## src/rtl/spi_reg_sequencer.sv

```systemverilog
// SPI register-access sequencer.
// Takes one host command (rw, address, write data), sends it to the SPI byte
// engine as a 3-byte frame using the engine's trigger/busy/data-valid
// handshake, and returns a single-cycle response. For reads, the response
// carries the byte received during the third frame byte.
module spi_reg_sequencer #(
    parameter int unsigned ADDR_WIDTH     = 15,
    parameter int unsigned GAP_CYCLES     = 4,
    parameter int unsigned TIMEOUT_CYCLES = 4096
) (
    input  logic                  clk_in,
    input  logic                  rst_n_in,
    // host command channel
    input  logic                  cmd_valid_in,
    output logic                  cmd_ready_out,
    input  logic                  cmd_rw_in,
    input  logic [ADDR_WIDTH-1:0] cmd_addr_in,
    input  logic [7:0]            cmd_wdata_in,
    // host response channel
    output logic                  rsp_valid_out,
    output logic [7:0]            rsp_rdata_out,
    output logic                  rsp_err_out,
    // byte engine handshake
    output logic [7:0]            spi_data_out,
    output logic                  spi_trigger_out,
    input  logic                  spi_busy_in,
    input  logic                  spi_data_valid_in,
    input  logic [7:0]            spi_data_in
);

    localparam int unsigned GapW = (GAP_CYCLES > 1) ? $clog2(GAP_CYCLES) : 1;
    localparam int unsigned TmoW = (TIMEOUT_CYCLES > 1) ? $clog2(TIMEOUT_CYCLES) : 1;
    localparam logic [GapW-1:0] GapLast = GapW'(GAP_CYCLES - 1);
    localparam logic [TmoW-1:0] TmoLast = TmoW'(TIMEOUT_CYCLES - 1);

    typedef enum logic [2:0] {
        StIdle,
        StLoad,
        StWaitBusy,
        StWaitDone,
        StGap,
        StResp,
        StErr
    } state_e;

    state_e          state_q;
    logic            rw_q;
    logic [14:0]     addr_q;
    logic [7:0]      wdata_q;
    logic [1:0]      byte_idx_q;
    logic [GapW-1:0] gap_cnt_q;
    logic [TmoW-1:0] tmo_cnt_q;
    logic            cmd_ready_q;
    logic            rsp_valid_q;
    logic [7:0]      rsp_rdata_q;
    logic            rsp_err_q;
    logic [7:0]      spi_data_q;
    logic            spi_trigger_q;

    // Frame layout: {rw, addr[14:8]}, addr[7:0], then write data (zero for reads).
    function automatic logic [7:0] frame_byte(input logic [1:0]  idx,
                                              input logic        rw,
                                              input logic [14:0] addr,
                                              input logic [7:0]  wdata);
        logic [7:0] b;
        case (idx)
            2'd0:    b = {rw, addr[14:8]};
            2'd1:    b = addr[7:0];
            2'd2:    b = rw ? 8'h00 : wdata;
            default: b = 8'h00;
        endcase
        return b;
    endfunction

    logic [14:0] cmd_addr15;
    logic [1:0]  next_idx;
    logic [7:0]  first_byte;
    logic [7:0]  next_byte;
    logic        last_byte;

    // Byte selection for the first byte (from the live command) and later bytes (latched).
    always_comb begin
        cmd_addr15 = 15'(cmd_addr_in);
        next_idx   = byte_idx_q + 2'd1;
        first_byte = frame_byte(2'd0, cmd_rw_in, cmd_addr15, cmd_wdata_in);
        next_byte  = frame_byte(next_idx, rw_q, addr_q, wdata_q);
        last_byte  = (byte_idx_q == 2'd2);
    end

    // Sequencer FSM; every output is registered and set on entry to the state that owns it.
    always_ff @(posedge clk_in or negedge rst_n_in) begin
        if (!rst_n_in) begin
            state_q       <= StIdle;
            rw_q          <= 1'b0;
            addr_q        <= '0;
            wdata_q       <= '0;
            byte_idx_q    <= '0;
            gap_cnt_q     <= '0;
            tmo_cnt_q     <= '0;
            cmd_ready_q   <= 1'b0;
            rsp_valid_q   <= 1'b0;
            rsp_rdata_q   <= '0;
            rsp_err_q     <= 1'b0;
            spi_data_q    <= '0;
            spi_trigger_q <= 1'b0;
        end else begin
            // pulse outputs default low
            spi_trigger_q <= 1'b0;
            rsp_valid_q   <= 1'b0;

            unique case (state_q)
                StIdle: begin
                    if (cmd_valid_in && cmd_ready_q) begin
                        rw_q          <= cmd_rw_in;
                        addr_q        <= cmd_addr15;
                        wdata_q       <= cmd_wdata_in;
                        byte_idx_q    <= 2'd0;
                        spi_data_q    <= first_byte;
                        spi_trigger_q <= 1'b1;
                        cmd_ready_q   <= 1'b0;
                        state_q       <= StLoad;
                    end else begin
                        // first IDLE cycle after reset release raises ready here
                        cmd_ready_q <= 1'b1;
                    end
                end

                StLoad: begin
                    tmo_cnt_q <= '0;
                    state_q   <= StWaitBusy;
                end

                StWaitBusy: begin
                    if (spi_busy_in) begin
                        tmo_cnt_q <= '0;
                        state_q   <= StWaitDone;
                    end else if (tmo_cnt_q == TmoLast) begin
                        rsp_valid_q <= 1'b1;
                        rsp_err_q   <= 1'b1;
                        rsp_rdata_q <= 8'h00;
                        state_q     <= StErr;
                    end else begin
                        tmo_cnt_q <= tmo_cnt_q + TmoW'(1);
                    end
                end

                StWaitDone: begin
                    // completion wins over a coincident terminal count
                    if (spi_data_valid_in) begin
                        if (last_byte) begin
                            rsp_valid_q <= 1'b1;
                            rsp_err_q   <= 1'b0;
                            rsp_rdata_q <= rw_q ? spi_data_in : 8'h00;
                            state_q     <= StResp;
                        end else begin
                            gap_cnt_q <= '0;
                            state_q   <= StGap;
                        end
                    end else if (tmo_cnt_q == TmoLast) begin
                        rsp_valid_q <= 1'b1;
                        rsp_err_q   <= 1'b1;
                        rsp_rdata_q <= 8'h00;
                        state_q     <= StErr;
                    end else begin
                        tmo_cnt_q <= tmo_cnt_q + TmoW'(1);
                    end
                end

                StGap: begin
                    if (gap_cnt_q == GapLast) begin
                        byte_idx_q    <= next_idx;
                        spi_data_q    <= next_byte;
                        spi_trigger_q <= 1'b1;
                        state_q       <= StLoad;
                    end else begin
                        gap_cnt_q <= gap_cnt_q + GapW'(1);
                    end
                end

                StResp, StErr: begin
                    cmd_ready_q <= 1'b1;
                    state_q     <= StIdle;
                end

                default: begin
                    state_q <= StIdle;
                end
            endcase
        end
    end

    assign cmd_ready_out   = cmd_ready_q;
    assign rsp_valid_out   = rsp_valid_q;
    assign rsp_rdata_out   = rsp_rdata_q;
    assign rsp_err_out     = rsp_err_q;
    assign spi_data_out    = spi_data_q;
    assign spi_trigger_out = spi_trigger_q;

endmodule
```

## config.mk

```make
export PLATFORM = sky130hd
export DESIGN_NAME = spi_reg_sequencer
export DESIGN_NICKNAME = d
export VERILOG_FILES = /design/src/rtl/spi_reg_sequencer.sv
export SDC_FILE = /design/constraint.sdc
export NUM_CORES = 1
export LEC_CHECK = 0
export BUFFER_PORTS_ARGS = -buffer_cell sky130_fd_sc_hd__buf_2
export CAP_MARGIN = 20
export CORE_MARGIN = 2
export CORE_UTILIZATION = 25
export CTS_CLUSTER_SIZE = 14
export DETAILED_ROUTE_END_ITERATION = 12
export PLACE_DENSITY_LB_ADDON = 0.05
export SLEW_MARGIN = 20
export SYNTH_ARGS = -nofsm -noshare
export SYNTH_HDL_FRONTEND = slang
export SYNTH_SLANG_ARGS = --single-unit
```

## constraint.sdc

```tcl
create_clock -name clk_in -period 2.95 [get_ports clk_in]
set_clock_uncertainty 0.2 [all_clocks]
set_input_delay 0 -clock clk_in [delete_from_list [all_inputs] [get_ports clk_in]]
set_output_delay 0 -clock clk_in [all_outputs]
set_load 0.005 [all_outputs]
```

==> impl_metrics.json <==
{
  "drc": 0,
  "max_slew_margin": 0.526,
  "reg2reg_from": "tmo_cnt_q[0]",
  "fin_cells": 515,
  "dieArea_mm2": 0.0130,
  "num_rows": 40,
  "final.setup.tns_ns": 0,
  "fin_nets": 407,
  "netlist_area_mm2": 0.00304,
  "fin_crit_ns": 2.66,
  "syn_area_per_cell_um2": 11.1,
  "core_area_mm2": 0.0119,
  "vias": 2464,
  "syn_to_final_growth_pct": 34.7,
  "ys_warn_count": 0,
  "seqCellArea_mm2": 0.00158,
  "async_flop_share": 1.00,
  "yosys-top-cells-area": "dfrtp_1 (52%), mux2_2 (9.3%), a21oi_1 (4.0%)",
  "reg2reg_slack_ns": 0.29,
  "wl_per_cell_um": 15.4,
  "cts_tree": "yes",
  "drt_pass1_iterations": 5,
  "clk_path_buf_depth": 2,
  "final_max_slew_viol_count": 0,
  "synth_top_area_share": 0.519,
  "cp_max_fo": 9,
  "netlist_instances": 273,
  "max_clock_freq_ghz": 0.376,
  "portBuffers": 56,
  "hpwl_um": 5390,
  "antenna_found_initial": 0,
  "ys.flop_type": "dfrtp_1",
  "power_leakage_nw": 1.83,
  "root_buffer": "clkbuf_16",
  "crit_arrival_ns": 2.67,
  "hold-worst-slack_ns": 0.0488,
  "place_area_mm2": 0.00344,
  "synthTopCellsByCount": "dfrtp_1 (63), mux2_2 (25), a21oi_1 (24), nand2_1 (24), nor2_1 (15)",
  "rsz0062_at_grt": "false",
  "overflow": 0,
  "end_kind": "register",
  "crit_path_start_kind": "register",
  "ys_seq_elements": 63,
  "power.density_mw_per_mm2": 849,
  "timing.final.crit_share": 0.902,
  "synth_largest_area_cell": "dfrtp_1",
  "synth_cell_types": 51,
  "dp_slack_ns": 0.754,
  "startpoint": "tmo_cnt_q[0]",
  "ir_drop_mv": 0.417,
  "synthMostInstantiatedCell": "dfrtp_1",
  "first_global_vias": 2634,
  "cts_max_level": 3,
  "cts.sinks": 63,
  "ant_nets": 0,
  "via_per_inst": 4.78,
  "setup_viol": 0,
  "placedCellCount": 463,
  "finalWirelength_um": 7930,
  "yosysSeqAreaShare": 0.519,
  "tightestPinTransition_ns": 0.710,
  "ios": 57,
  "grt_max_degree": 38,
  "clk_latency_ns": 0.33,
  "fin_area_mm2": 0.00409,
  "hp-class": "primary input to async pin",
  "postCtsSetupBuffers": 0,
  "grt_pass1_wl_um": 13400,
  "antennaDiodeCount": 0,
  "required_ns": 2.96,
  "grt_usage": 0.133,
  "die_w_um": 114,
  "drt_iter0_markers": 120,
  "clkTransAtPathRegs_ns": 0.05,
  "path_class": "register to register",
  "die_y_um": 114,
  "finalHoldViolCount": 0,
  "start_util": 0.255,
  "status": "finished clean",
  "syn_nets": 317,
  "multiInputGateArea_mm2": 0.00132,
  "numCtsBuffers": 9,
  "layout-drive-gt1-share": 0.299,
  "drv_cap": 0,
  "gp_congestion": 0.737,
  "synth-edff-count": 0,
  "final.setup.worst_slack_ns": 0.289,
  "fillCellCount": 1232
}
-- what timing repair did --
item / 4_1_cts / 5_1_grt
hold buffers: 36 / 0
setup endpoints to repair: 0 / 0
endpoints found under the hold margin: 68 / 0
resized for setup: 0 / 0
-- final cells by class --
cell class / count / share of cell area
Multi-Input combinational cell: 184 / 0.323
Tap cell: 147 / 0.0450
Clock buffer: 12 / 0.0603
Sequential cell: 63 / 0.386
Clock inverter: 4 / 0.0110
Timing Repair Buffer: 96 / 0.167
Inverter: 9 / 0.00826
-- worst max-delay path: stages (launching register included) --
cell and delay [ns]:
dfrtp_1 0.38, ha_1 0.26, nand4_1 0.19, or3_1 0.58, o211ai_1 0.28, a22oi_1 0.09
dlygate4sd3_1 0.56
-- state kept, by name, summed over array words and instances, names as in the netlist --
signal,cells
addr_q,15
tmo_cnt_q,12
rsp_rdata_out,8
spi_data_out,8
wdata_q,8
state_q,3
byte_idx_q,2
gap_cnt_q,2
cmd_ready_out,1
rsp_err_out,1
rsp_valid_out,1
rw_q,1
spi_trigger_out,1
-- cell families (layout without fill, tap and decap cells) --
family | count (synthesis) | count (layout) | synth area share
multiplexers | 26 | 26 | 0.0960
AND/OR/NAND/NOR | 79 | 79 | 0.140
flip-flops | 63 | 63 | 0.519
buffers and inverters | 26 | 121 | 0.0482
AO/OA/AOI/OAI | 72 | 72 | 0.167
adder cells (fa/ha/maj) | 7 | 7 | 0.0289
-- routing by layer --
metal  up-vias  part of all wire  GRT usage
met5         -                 0          0
met4         0             0.019     0.0520
met3        11             0.040     0.0381
met2        47              0.51      0.227
met1      1210              0.44      0.159
li1       1196                 -          -
-- where the power goes --
part	internal, mW	switching [mW]
clock network	0.673	0.373
logic	0.548	0.494
registers	1.14	0.241
-- stage by stage --
stage / util / total power, mW
floorplan: - / 2.12
global placement: 0.289 / 2.42
detailed placement: 0.289 / 2.41
CTS: 0.343 / 3.54
global route: 0.343 / 3.74
finish: 0.343 / 3.47
-- final timing paths --
| check | end | cells after the start |
|---|---|---|
| worst max-delay path | state_q[0] | 6 |
| worst min-delay path | rsp_rdata_out[4] | 2 |
| worst max register to register | state_q[0] | 6 |
| worst min register to register | rsp_err_out | 2 |
| max in group asynchronous | spi_data_out[0] | 3 |
| min in group clk_in | spi_trigger_out | 4 |
-- layout by cell type, fill, tap and decap left out, drive strengths merged, types with 7 or more instances in the layout --
cell	instances
a2bb2oi	8
ha	7
nand3	12
buf	60
mux2	25
dlygate4sd3	36
nor2	16
clkbuf	12
dfrtp	63
nand2	24
a222oi	7
inv	9
a21oi	24
(Power assumes the default switching activity.)
